`src/rtl/sctag_evict_rdseq.sv`:
```
// Eviction read sequencer: issues NUM_DWORDS dword reads per writeback entry,
// gathers the r5 ECC flags and reports completion to the writeback queue.
module sctag_evict_rdseq #(
    parameter int NUM_DWORDS = 8,
    parameter int DW_W       = 3,
    parameter int WL_W       = 3,
    parameter int ERR_LAT    = 5
) (
    input  logic            rclk,
    input  logic            arst_l,
    input  logic            evq_req_vld,
    input  logic [WL_W-1:0] evq_req_wl,
    output logic            evq_req_rdy,
    input  logic            ev_stall,
    output logic            sctag_scbuf_evict_en_r0,
    output logic [DW_W-1:0] sctag_scbuf_ev_dword_r0,
    input  logic            scbuf_sctag_ev_uerr_r5,
    input  logic            scbuf_sctag_ev_cerr_r5,
    output logic            evict_done,
    output logic [WL_W-1:0] evict_done_wl,
    output logic            evict_uerr,
    output logic            evict_cerr
);
    typedef enum logic [1:0] {IDLE, ISSUE, DRAIN, DONE} state_t;

    localparam logic [DW_W-1:0] LAST_DW = DW_W'(NUM_DWORDS - 1);
    localparam logic [DW_W:0]   LAST_RX = (DW_W + 1)'(NUM_DWORDS - 1);

    state_t             state;
    logic [DW_W-1:0]    cnt;
    logic [DW_W:0]      rx;
    logic [WL_W-1:0]    wl_q;
    logic               sticky_u;
    logic               sticky_c;
    logic [ERR_LAT-1:0] vld_pipe;
    logic               r5_vld;

    assign evq_req_rdy             = (state == IDLE) & arst_l;
    assign sctag_scbuf_evict_en_r0 = (state == ISSUE) & ~ev_stall;
    assign sctag_scbuf_ev_dword_r0 = (state == ISSUE) ? cnt : '0;
    assign evict_done              = (state == DONE);
    assign evict_done_wl           = evict_done ? wl_q : '0;
    assign evict_uerr              = evict_done & sticky_u;
    assign evict_cerr              = evict_done & sticky_c;

    // Top of the pipe marks the r5 return slot of a strobe issued ERR_LAT cycles ago.
    assign r5_vld = vld_pipe[ERR_LAT-1];

    always_ff @(posedge rclk or negedge arst_l) begin
        if (!arst_l) begin
            state    <= IDLE;
            cnt      <= '0;
            rx       <= '0;
            wl_q     <= '0;
            sticky_u <= 1'b0;
            sticky_c <= 1'b0;
            vld_pipe <= '0;
        end else begin
            vld_pipe <= (vld_pipe << 1) | ERR_LAT'(sctag_scbuf_evict_en_r0);
            if (r5_vld) begin
                sticky_u <= sticky_u | scbuf_sctag_ev_uerr_r5;
                sticky_c <= sticky_c | scbuf_sctag_ev_cerr_r5;
                rx       <= rx + 1'b1;
            end
            case (state)
                IDLE: begin
                    if (evq_req_vld) begin
                        wl_q     <= evq_req_wl;
                        cnt      <= '0;
                        rx       <= '0;
                        sticky_u <= 1'b0;
                        sticky_c <= 1'b0;
                        state    <= ISSUE;
                    end
                end
                ISSUE: begin
                    if (sctag_scbuf_evict_en_r0) begin
                        cnt <= cnt + 1'b1;
                        if (cnt == LAST_DW) state <= DRAIN;
                    end
                end
                DRAIN: begin
                    if (r5_vld && rx == LAST_RX) state <= DONE;
                end
                DONE: state <= IDLE;
                default: state <= IDLE;
            endcase
        end
    end
endmodule

```
`config.mk`:
```
export PLATFORM = sky130hd
export DESIGN_NAME = sctag_evict_rdseq
export DESIGN_NICKNAME = d
export VERILOG_FILES = /design/src/rtl/sctag_evict_rdseq.sv
export SDC_FILE = /design/constraint.sdc
export NUM_CORES = 1
export LEC_CHECK = 0
export BUFFER_PORTS_ARGS = -buffer_cell sky130_fd_sc_hd__buf_2
export CAP_MARGIN = 20
export CORE_MARGIN = 10
export CORE_UTILIZATION = 40
export DETAILED_ROUTE_END_ITERATION = 8
export SKIP_CTS_REPAIR_TIMING = 1
export SLEW_MARGIN = 20
export SYNTH_ARGS = -nofsm -noshare
export SYNTH_HDL_FRONTEND = slang
export SYNTH_SLANG_ARGS = --single-unit
```
`constraint.sdc`:
```
create_clock -name rclk -period 1.9 [get_ports rclk]
set_clock_uncertainty 0.05 [all_clocks]
set_input_delay 0.38 -clock rclk [delete_from_list [all_inputs] [get_ports rclk]]
set_output_delay 0.38 -clock rclk [all_outputs]
set_load 0.05 [all_outputs]
```
==> impl_metrics.json, run 1 <==
{
  "run_status": "finished, violations left",
  "violations": "hold timing",
  "max-cap-violations": 0,
  "initial_util_pct": 43.1,
  "clk_pin_slew_worst_paths_ns": 0.10,
  "synth_cell_types": 30,
  "yosys_warnings": 0,
  "tritoncts": "yes",
  "worst_setup_path_start_kind": "flop",
  "critical_path.max_stage_delay_ns": 0.42,
  "htreeDepth": 1,
  "post-dp-hpwl_um": 1480,
  "dominantRegCellSynth": "dfrtp_1",
  "dieArea_sq_mm": 0.00480,
  "finalMaxSlewViolations": 0,
  "floorplan.core_area_sq_mm": 0.00225,
  "boundaryPins": 20,
  "fin_hold_ws_ns": -0.00765,
  "globalRouteMet2Util_pct": 12.2,
  "synth_top_family_by_area": "simple AND/OR/NAND/NOR gates",
  "final_antenna_net_count": 0,
  "timing.critical_path.arrival_ns": 1.37,
  "count_of_placed_standard_cells_including_taps": 132,
  "layout-drive-gt1-share_pct": 31.5,
  "cts_root_buf": "clkbuf_4",
  "synthCells": 85,
  "antenna_found_initial": 0,
  "finalHoldViolations": 10,
  "synth-simple-area-share_pct": 21.1,
  "dp_slack_ns": 0.0710,
  "worstMarginPinSlew_ns": 0.314,
  "mostFrequentLayoutCells": "dfrtp_1 (18), buf_2 (15), and2_1 (10)",
  "cts_buffers": 3,
  "place.gp.congestion": 0.734,
  "synth_enable_flop_cells": 0,
  "drt-wirelength-per-cell_um": 14.2,
  "grt_use_met1_pct": 8.90,
  "reg2reg_to": "state[1]",
  "worst_setup_path_end_kind": "primary output",
  "die_h_um": 69.3,
  "crit_fanout": 8,
  "clkLatencyLatePin_ns": 0.29,
  "crit_path_top_delay_cell": "dfrtp_1",
  "worst-endpoint-required_ns": 1.47,
  "rr_worst_depth": 5,
  "achievable-frequency_ghz": 0.557,
  "fin_ws_ns": 0.104,
  "final-instance-count-excl-fill": 139,
  "first_global_vias": 712,
  "firstDrtPassIters": 4,
  "worst_hold_path_class": "input port to async pin",
  "ys_ff_latch": 19,
  "syn-num-nets": 101,
  "grt_first_pass_wirelength_um": 3160,
  "diodes": 0,
  "report.final.setup_viol": 0,
  "post_synth_xor_xnor_area_pct": 2.71,
  "rsz0062_at_grt": "false",
  "rows": 17,
  "area_delta_synth_final_pct": 22.0,
  "synth-seq-area-share_pct": 49.0,
  "global_route.usage.total_pct": 7.54,
  "syn_area_per_cell_sq_um": 11.4,
  "detail_route.iter0.violations": 13,
  "gr-usage-met3_pct": 2.71,
  "synth.cell_area_sq_um": 971,
  "vias": 702,
  "grt-ovfl-total": 0,
  "io_buffer_count": 19,
  "layout_commonest_cell": "dfrtp_1",
  "busiest_layer": "met2",
  "final_nets": 128,
  "drt_wl_total_um": 1980,
  "drt-vias-per-instance": 5.05,
  "synth.mux.area_fraction_pct": 5.67,
  "worst_r2r_startpoint": "state[0]",
  "fraction_of_the_mapped_netlist_area_in_adder_cells_pct": 9.02,
  "leakagePower_nw": 0.626,
  "cts_sinks": 19,
  "synth_compound_gate_area_share_pct": 9.66,
  "grt_start_max_net_pins": 20,
  "power.density_mw_per_mm2": 1510,
  "setup.worst_path.class": "flop to primary output",
  "fin_crit_sh_pct": 94.5,
  "cp_cell_sequence": "inv_1, ha_4, nor2b_2, buf_4",
  "vdd_ir_drop_max_v": 0.000739,
  "route.detailed.drc": 0,
  "post-route-min-period_ns": 1.80,
  "async_flop_share_pct": 100,
  "setup.reg_to_reg.worst_slack_ns": 0.12,
  "fp.dieW_um": 69.3,
  "timing.max_slew.rel_slack_pct": 79.1,
  "clock_tree.buffer_depth": 2
}
-- cells in the mapped netlist, types with 2 or more instances --
cell type  count  area share (%)
dfrtp_1       19              49
and2_1        10             6.4
ha_1           7             9.0
nor2_1         7             2.7
nand2_1        5             1.9
a21oi_1        4             2.1
mux2_1         3             3.5
nand2b_1       3             1.9
nand3b_1       3             2.3
inv_1          2            0.77
nor2b_1        2             1.3
xor2_1         2             1.8
-- stage by stage --
stage / setup TNS, ns / power (mW) / cell area [sq um] / utilization (%)
6_report: 0 / 1.79 / 1180 / 52.6
5_1_grt: 0 / 1.94 / 1180 / 52.6
4_1_cts: -0.943 / 1.73 / 1130 / 50.2
3_5_place_dp: 0 / 1.53 / 1110 / 49.1
3_3_place_gp: 0 / 1.50 / 1110 / 49.1
2_1_floorplan: 0 / 1.32 / 973 / -
-- cell type report --
cell class / instances / area (sq um)
Fill cell: 224 / 1070
Clock buffer: 4 / 26.3
Timing Repair Buffer: 25 / 154
Tap cell: 28 / 35.0
Inverter: 2 / 7.51
Multi-Input combinational cell: 61 / 485
Sequential cell: 19 / 477
-- worst max-delay path: cells and delay by family, from the launching register on --
| kind | cells | cell delay, ns |
|---|---|---|
| simple gates | 1 | 0.15 |
| flops | 1 | 0.42 |
| buf+inv | 2 | 0.32 |
| fa+ha+maj | 1 | 0.18 |
-- cell families after synthesis --
| family | Yosys count |
|---|---|
| simple gates | 34 |
| flops | 19 |
| compound gates | 12 |
| fa+ha+maj | 7 |
| buf+inv | 5 |
| mux | 5 |
| xor+xnor | 3 |
-- flip-flops by register name, indices dropped and copies added, names as in the netlist --
name      count
sticky_c      1
rx            4
vld_pipe      5
wl_q          3
sticky_u      1
cnt           3
state         2
-- routing by layer --
layer	share of wire, %	vias to the layer above
met3	5.5	0
met2	49	17
met4	0	0
met5	0	-
li1	-	343
met1	46	342
-- report_power, final --
part           switching, mW  leakage [nW]  internal, mW  total, mW
logic                  0.537         0.365         0.389      0.926
registers              0.118         0.246         0.552      0.671
clock network          0.114        0.0150        0.0815      0.195
-- worst max-delay path by stage --
stage / startpoint / to / slack [ns] / cells past startpoint
finish: state[1] / sctag_scbuf_evict_en_r0 / 0.10 / 4
detailed placement: state[1] / sctag_scbuf_evict_en_r0 / 0.07 / 4
global placement: state[1] / sctag_scbuf_evict_en_r0 / 0.12 / 4
CTS: state[1] / sctag_scbuf_evict_en_r0 / -0.27 / 4
global route: state[0] / evq_req_rdy / 0.008 / 4
floorplan: state[1] / sctag_scbuf_evict_en_r0 / 0.02 / 4
(Power assumes the default switching activity.)
==> inputs of run 2 (changes only) <==
- CORE_MARGIN: 10 -> not set
==> run 2 against run 1 <==
- the flow now finishes without violations
- clock-buffer cell count did not move
- worst hold slack improved by 0.26 ns
- cell area rose by 0.32%
- non-clock buffer count did not move
- flip-flop and latch count did not move
- sequential share of layout area fell by 0.13 points
- core utilization rose by 0.17 points
- first-iteration DRC count fell by 54%
- register-to-register slack improved by 0.07 ns
- wire length fell by 6.2%
- critical path depth did not move
- critical endpoint is now evq_req_rdy
- largest cell class unchanged
- highest routed layer is now met4
==> impl_metrics.json, run 2 (synthesized netlist as in run 1, its figures left out) <==
{
  "finalHoldViolations": 0,
  "cts_root_buf": "clkbuf_4",
  "fill_cell_instance_count_of_the_final_layout": 229,
  "fp.dieW_um": 51.3,
  "place.gp.congestion": 0.653,
  "post-route-min-period_ns": 1.80,
  "setup.reg_to_reg.worst_slack_ns": 0.19,
  "worst_setup_path_start_kind": "flop",
  "worst_hold_path.endpoint": "wl_q[1]",
  "grt_start_max_net_pins": 20,
  "drt_wl_total_um": 1850,
  "achievable-frequency_ghz": 0.554,
  "clk_pin_slew_worst_paths_ns": 0.10,
  "floorplan.core_area_sq_mm": 0.00225,
  "final.setup.tns_ns": 0,
  "cts_buffers": 3,
  "worst_setup_path_end_kind": "primary output",
  "antenna_found_initial": 0,
  "setup.worst_path.class": "flop to primary output",
  "worstMarginPinSlew_ns": 0.309,
  "clkLatencyLatePin_ns": 0.30,
  "layout-drive-gt1-share_pct": 32.4,
  "global_route.usage.total_pct": 16.6,
  "vias": 690,
  "fin_hold_ws_ns": 0.249,
  "fin_ws_ns": 0.0963,
  "fin_crit_sh_pct": 94.9,
  "finalMaxSlewViolations": 0,
  "layout_commonest_cell": "dfrtp_1",
  "dp_slack_ns": 0.0631,
  "leakagePower_nw": 0.621,
  "registers.top_by_ff_count": "vld_pipe",
  "grt_first_pass_wirelength_um": 3110,
  "htreeDepth": 1,
  "hold_depth": 2,
  "diodes": 0,
  "largest_register_ff_count": 5,
  "drt-vias-per-instance": 4.96,
  "timing.max_slew.rel_slack_pct": 79.4,
  "tritoncts": "yes",
  "worst_r2r_startpoint": "state[0]",
  "vdd_ir_drop_max_v": 0.000897,
  "dieArea_sq_mm": 0.00263,
  "power.density_mw_per_mm2": 1520,
  "max-cap-violations": 0,
  "mostFrequentLayoutCells": "dfrtp_1 (18), buf_2 (14), and2_1 (10)",
  "rsz0062_at_grt": "false",
  "boundaryPins": 20,
  "drt-wirelength-per-cell_um": 13.3,
  "final_antenna_net_count": 0,
  "post-dp-hpwl_um": 1320,
  "reg2reg_to": "state[1]",
  "biggestRegsByFlops": "vld_pipe: 5 flops, rx: 4 flops",
  "run_status": "finished clean",
  "firstDrtPassIters": 3,
  "die_h_um": 51.3,
  "first_global_vias": 708,
  "initial_util_pct": 43.1,
  "worst-endpoint-required_ns": 1.47,
  "crit_fanout": 4,
  "clock_tree.buffer_depth": 2,
  "final_util_pct": 52.7,
  "final_nets": 128,
  "cts_sinks": 19,
  "timing.critical_path.arrival_ns": 1.37,
  "timing.hold.worst.start": "evq_req_wl[1]",
  "postLayoutCellArea_sq_mm": 0.00119,
  "report.final.setup_viol": 0,
  "detail_route.iter0.violations": 6,
  "route.detailed.drc": 0,
  "rr_worst_depth": 5,
  "io_buffer_count": 19,
  "area_delta_synth_final_pct": 22.4,
  "place_area_sq_mm": 0.00111,
  "rows": 17,
  "grt-ovfl-total": 0,
  "worst_hold_path_class": "input port to flop"
}
run 2: cell types whose count changed in the layout (fill, tap and decap cells not counted):
cell,before,now
buf_2,15,14
buf_6,1,0
clkbuf_4,5,6
dlygate4sd3_1,0,1
ha_1,5,4
ha_2,1,2
inv_1,2,1
inv_2,0,1
run 2: area by class of cell:
type | count | area, sq um | area share, %
clock buffers | 4 | 26.3 | 2.21
inverters | 2 | 7.51 | 0.632
multi-input cells | 61 | 488 | 41.1
flip-flops and latches | 19 | 477 | 40.1
well taps | 28 | 35.0 | 2.95
repair buffers | 25 | 155 | 13.1
run 2: report_power, final:
part	internal, mW	switching, mW
Clock	0.0819	0.121
Sequential	0.553	0.125
Combinational	0.387	0.534
run 2: metal layers:
layer,global-route usage [%],wire [um],up-vias
met1,20.2,813,327
li1,-,-,339
met3,3.57,70,5
met2,27.6,931,19
met5,0,0,-
met4,8.11,36,0
run 2: worst max-delay path by stage:
| stage | from | endpoint | cells after the start |
|---|---|---|---|
| finish | state[0] | evq_req_rdy | 4 |
| floorplan | state[1] | sctag_scbuf_evict_en_r0 | 4 |
| global route | state[1] | evict_cerr | 3 |
| detailed placement | state[1] | sctag_scbuf_evict_en_r0 | 4 |
| CTS | state[1] | sctag_scbuf_evict_en_r0 | 4 |
| global placement | state[1] | sctag_scbuf_evict_en_r0 | 4 |
run 2: critical path, cell delays in order (launching register included):
cell	delay, ns
dfrtp_2	0.46
inv_1	0.11
ha_2	0.20
and2_1	0.12
buf_4	0.19
run 2: metrics by stage:
stage          total power [mW]  std cells
2_1_floorplan              1.32         85
5_1_grt                    1.95        139
3_3_place_gp               1.49        132
4_1_cts                    1.73        136
6_report                   1.80        139
3_5_place_dp               1.53        132
==> inputs of run 3 (changes only) <==
- CORE_MARGIN: not set -> 2
==> run 3 against run 2 <==
- cell area increased by 0.74%
- clock power decreased by 2%
- core utilization increased by 0.39 points
- combinational power decreased by 1%
- sequential share of layout area decreased by 0.29 points
- die area increased by 8.0%
- register-to-register slack improved by 0.06 ns
- non-clock buffer count decreased by 2
- worst setup slack got worse by 0.022 ns
- flip-flop and latch count unchanged
==> impl_metrics.json, run 3 (synthesized netlist as in run 1, its figures left out) <==
{
  "largest_register_ff_count": 5,
  "rr_worst_depth": 5,
  "final_util_pct": 53.1,
  "grt_start_max_net_pins": 20,
  "clk_pin_slew_worst_paths_ns": 0.11,
  "cts_buffers": 3,
  "global_route.usage.total_pct": 14.5,
  "achievable-frequency_ghz": 0.548,
  "worst_hold_path.endpoint": "wl_q[1]",
  "rows": 17,
  "initial_util_pct": 43.1,
  "worst_setup_path_end_kind": "primary output",
  "worst_setup_path_start_kind": "flop",
  "reg2reg_to": "state[1]",
  "post-dp-hpwl_um": 1320,
  "layout_commonest_cell": "dfrtp_1",
  "cts_root_buf": "clkbuf_4",
  "fin_hold_ws_ns": 0.252,
  "grt_use_met1_pct": 17.2,
  "worst_r2r_startpoint": "state[1]",
  "run_status": "finished clean",
  "p_sw_uw": 765,
  "finalHoldViolations": 0,
  "postLayoutCellArea_sq_mm": 0.00120,
  "totalPowerFinal_mw": 1.78,
  "grt_first_pass_wirelength_um": 2910,
  "detail_route.iter0.violations": 5,
  "critical_path.max_stage_delay_ns": 0.44,
  "cp_cell_sequence": "inv_2, ha_4, and2_1, buf_6",
  "floorplan.core_area_sq_mm": 0.00225,
  "place.gp.congestion": 0.726,
  "die_h_um": 53.3,
  "clkLatencyLatePin_ns": 0.29,
  "power.density_mw_per_mm2": 1490,
  "registers.top_by_ff_count": "vld_pipe",
  "worstMarginPinSlew_ns": 0.337,
  "cell_class_contributing_the_biggest_share_of_worst_path_delay": "flip-flops",
  "drt-vias-per-instance": 5.04,
  "final_nets": 126,
  "worst-endpoint-required_ns": 1.47,
  "crit_fanout": 10,
  "p_clk_share_pct": 11.1,
  "place_area_sq_mm": 0.00111,
  "firstDrtPassIters": 4,
  "clock_tree.buffer_depth": 2,
  "drt_wl_total_um": 1730,
  "post-route-min-period_ns": 1.83,
  "hold_depth": 2,
  "area_delta_synth_final_pct": 23.3,
  "rsz0062_at_grt": "true",
  "critical_path_buf_inv_count": 2,
  "route.detailed.drc": 0,
  "fp.dieW_um": 53.3,
  "setup.reg_to_reg.worst_slack_ns": 0.25,
  "vias": 690,
  "htreeDepth": 1,
  "grt-ovfl-total": 0,
  "gr-usage-met3_pct": 2.54,
  "diodes": 0,
  "busiest_layer": "met2",
  "netSwitchingFraction_pct": 42.9,
  "cts_sinks": 19,
  "io_buffer_count": 19,
  "setup.worst_path.class": "flop to primary output",
  "share_comb_of_total_power_pct": 50.9,
  "timing.max_slew.rel_slack_pct": 77.6,
  "dieArea_sq_mm": 0.00284,
  "crit_path_top_delay_cell": "dfrtp_1",
  "final_antenna_net_count": 0,
  "biggestRegsByFlops": "vld_pipe: 5 flops, rx: 4 flops",
  "first_global_vias": 669,
  "final.setup.tns_ns": 0,
  "tritoncts": "yes",
  "report.final.setup_viol": 0,
  "seqPwrFrac_pct": 38.0,
  "globalRouteMet2Util_pct": 24.5,
  "leakagePower_nw": 0.620,
  "boundaryPins": 20,
  "drt-wirelength-per-cell_um": 12.6,
  "max-cap-violations": 0,
  "antenna_found_initial": 0,
  "timing.critical_path.arrival_ns": 1.40,
  "finalMaxSlewViolations": 0,
  "mostFrequentLayoutCells": "dfrtp_1 (18), buf_2 (14), and2_1 (10)",
  "timing.hold.worst.start": "evq_req_wl[1]",
  "worst_hold_path_class": "input port to flop",
  "vdd_ir_drop_max_v": 0.000789,
  "power.internal_mw": 1.02,
  "fin_crit_sh_pct": 96.1,
  "layout-drive-gt1-share_pct": 33.0
}
==> run 3: through the flow <==
step                      cells  setup slack [ns]
after floorplan              85            0.0200
after global placement      132             0.199
after detailed placement    132             0.144
after CTS                   136            -0.192
after global routing        137           0.00453
final                       137            0.0748
==> run 3: worst max path at each step <==
stage | to | startpoint | cells past startpoint | slack [ns]
after floorplan | sctag_scbuf_evict_en_r0 | state[1] | 4 | 0.02
after global placement | state[1] | state[1] | 5 | 0.20
after detailed placement | state[1] | state[1] | 5 | 0.14
after CTS | sctag_scbuf_evict_en_r0 | state[1] | 4 | -0.19
after global routing | sctag_scbuf_ev_dword_r0[1] | state[1] | 4 | 0.005
final | sctag_scbuf_ev_dword_r0[1] | state[1] | 4 | 0.07
==> run 3: layer usage <==
| metal | up-vias | wire length (um) |
|---|---|---|
| li1 | 338 | - |
| met1 | 331 | 802 |
| met2 | 17 | 797 |
| met3 | 4 | 78 |
| met4 | 0 | 46 |
| met5 | - | 0 |
==> run 3: area by class of cell <==
cell class	instances	area (sq um)
timing repair buffer	23	148
tap	28	35.0
clock buffer	3	22.5
clock inverter	1	5.00
multi-input combinational	61	503
fill	209	1060
inverter	2	7.51
sequential	19	477
==> run 3: power groups by stage <==
stage                     clock (mW)  sequential (mW)  combinational (mW)
after CTS                      0.207            0.669               0.844
final                          0.199            0.678               0.908
after detailed placement           0            0.677               0.841
after global routing           0.235            0.702                1.00
after floorplan                    0            0.634               0.687
after global placement             0            0.667               0.824
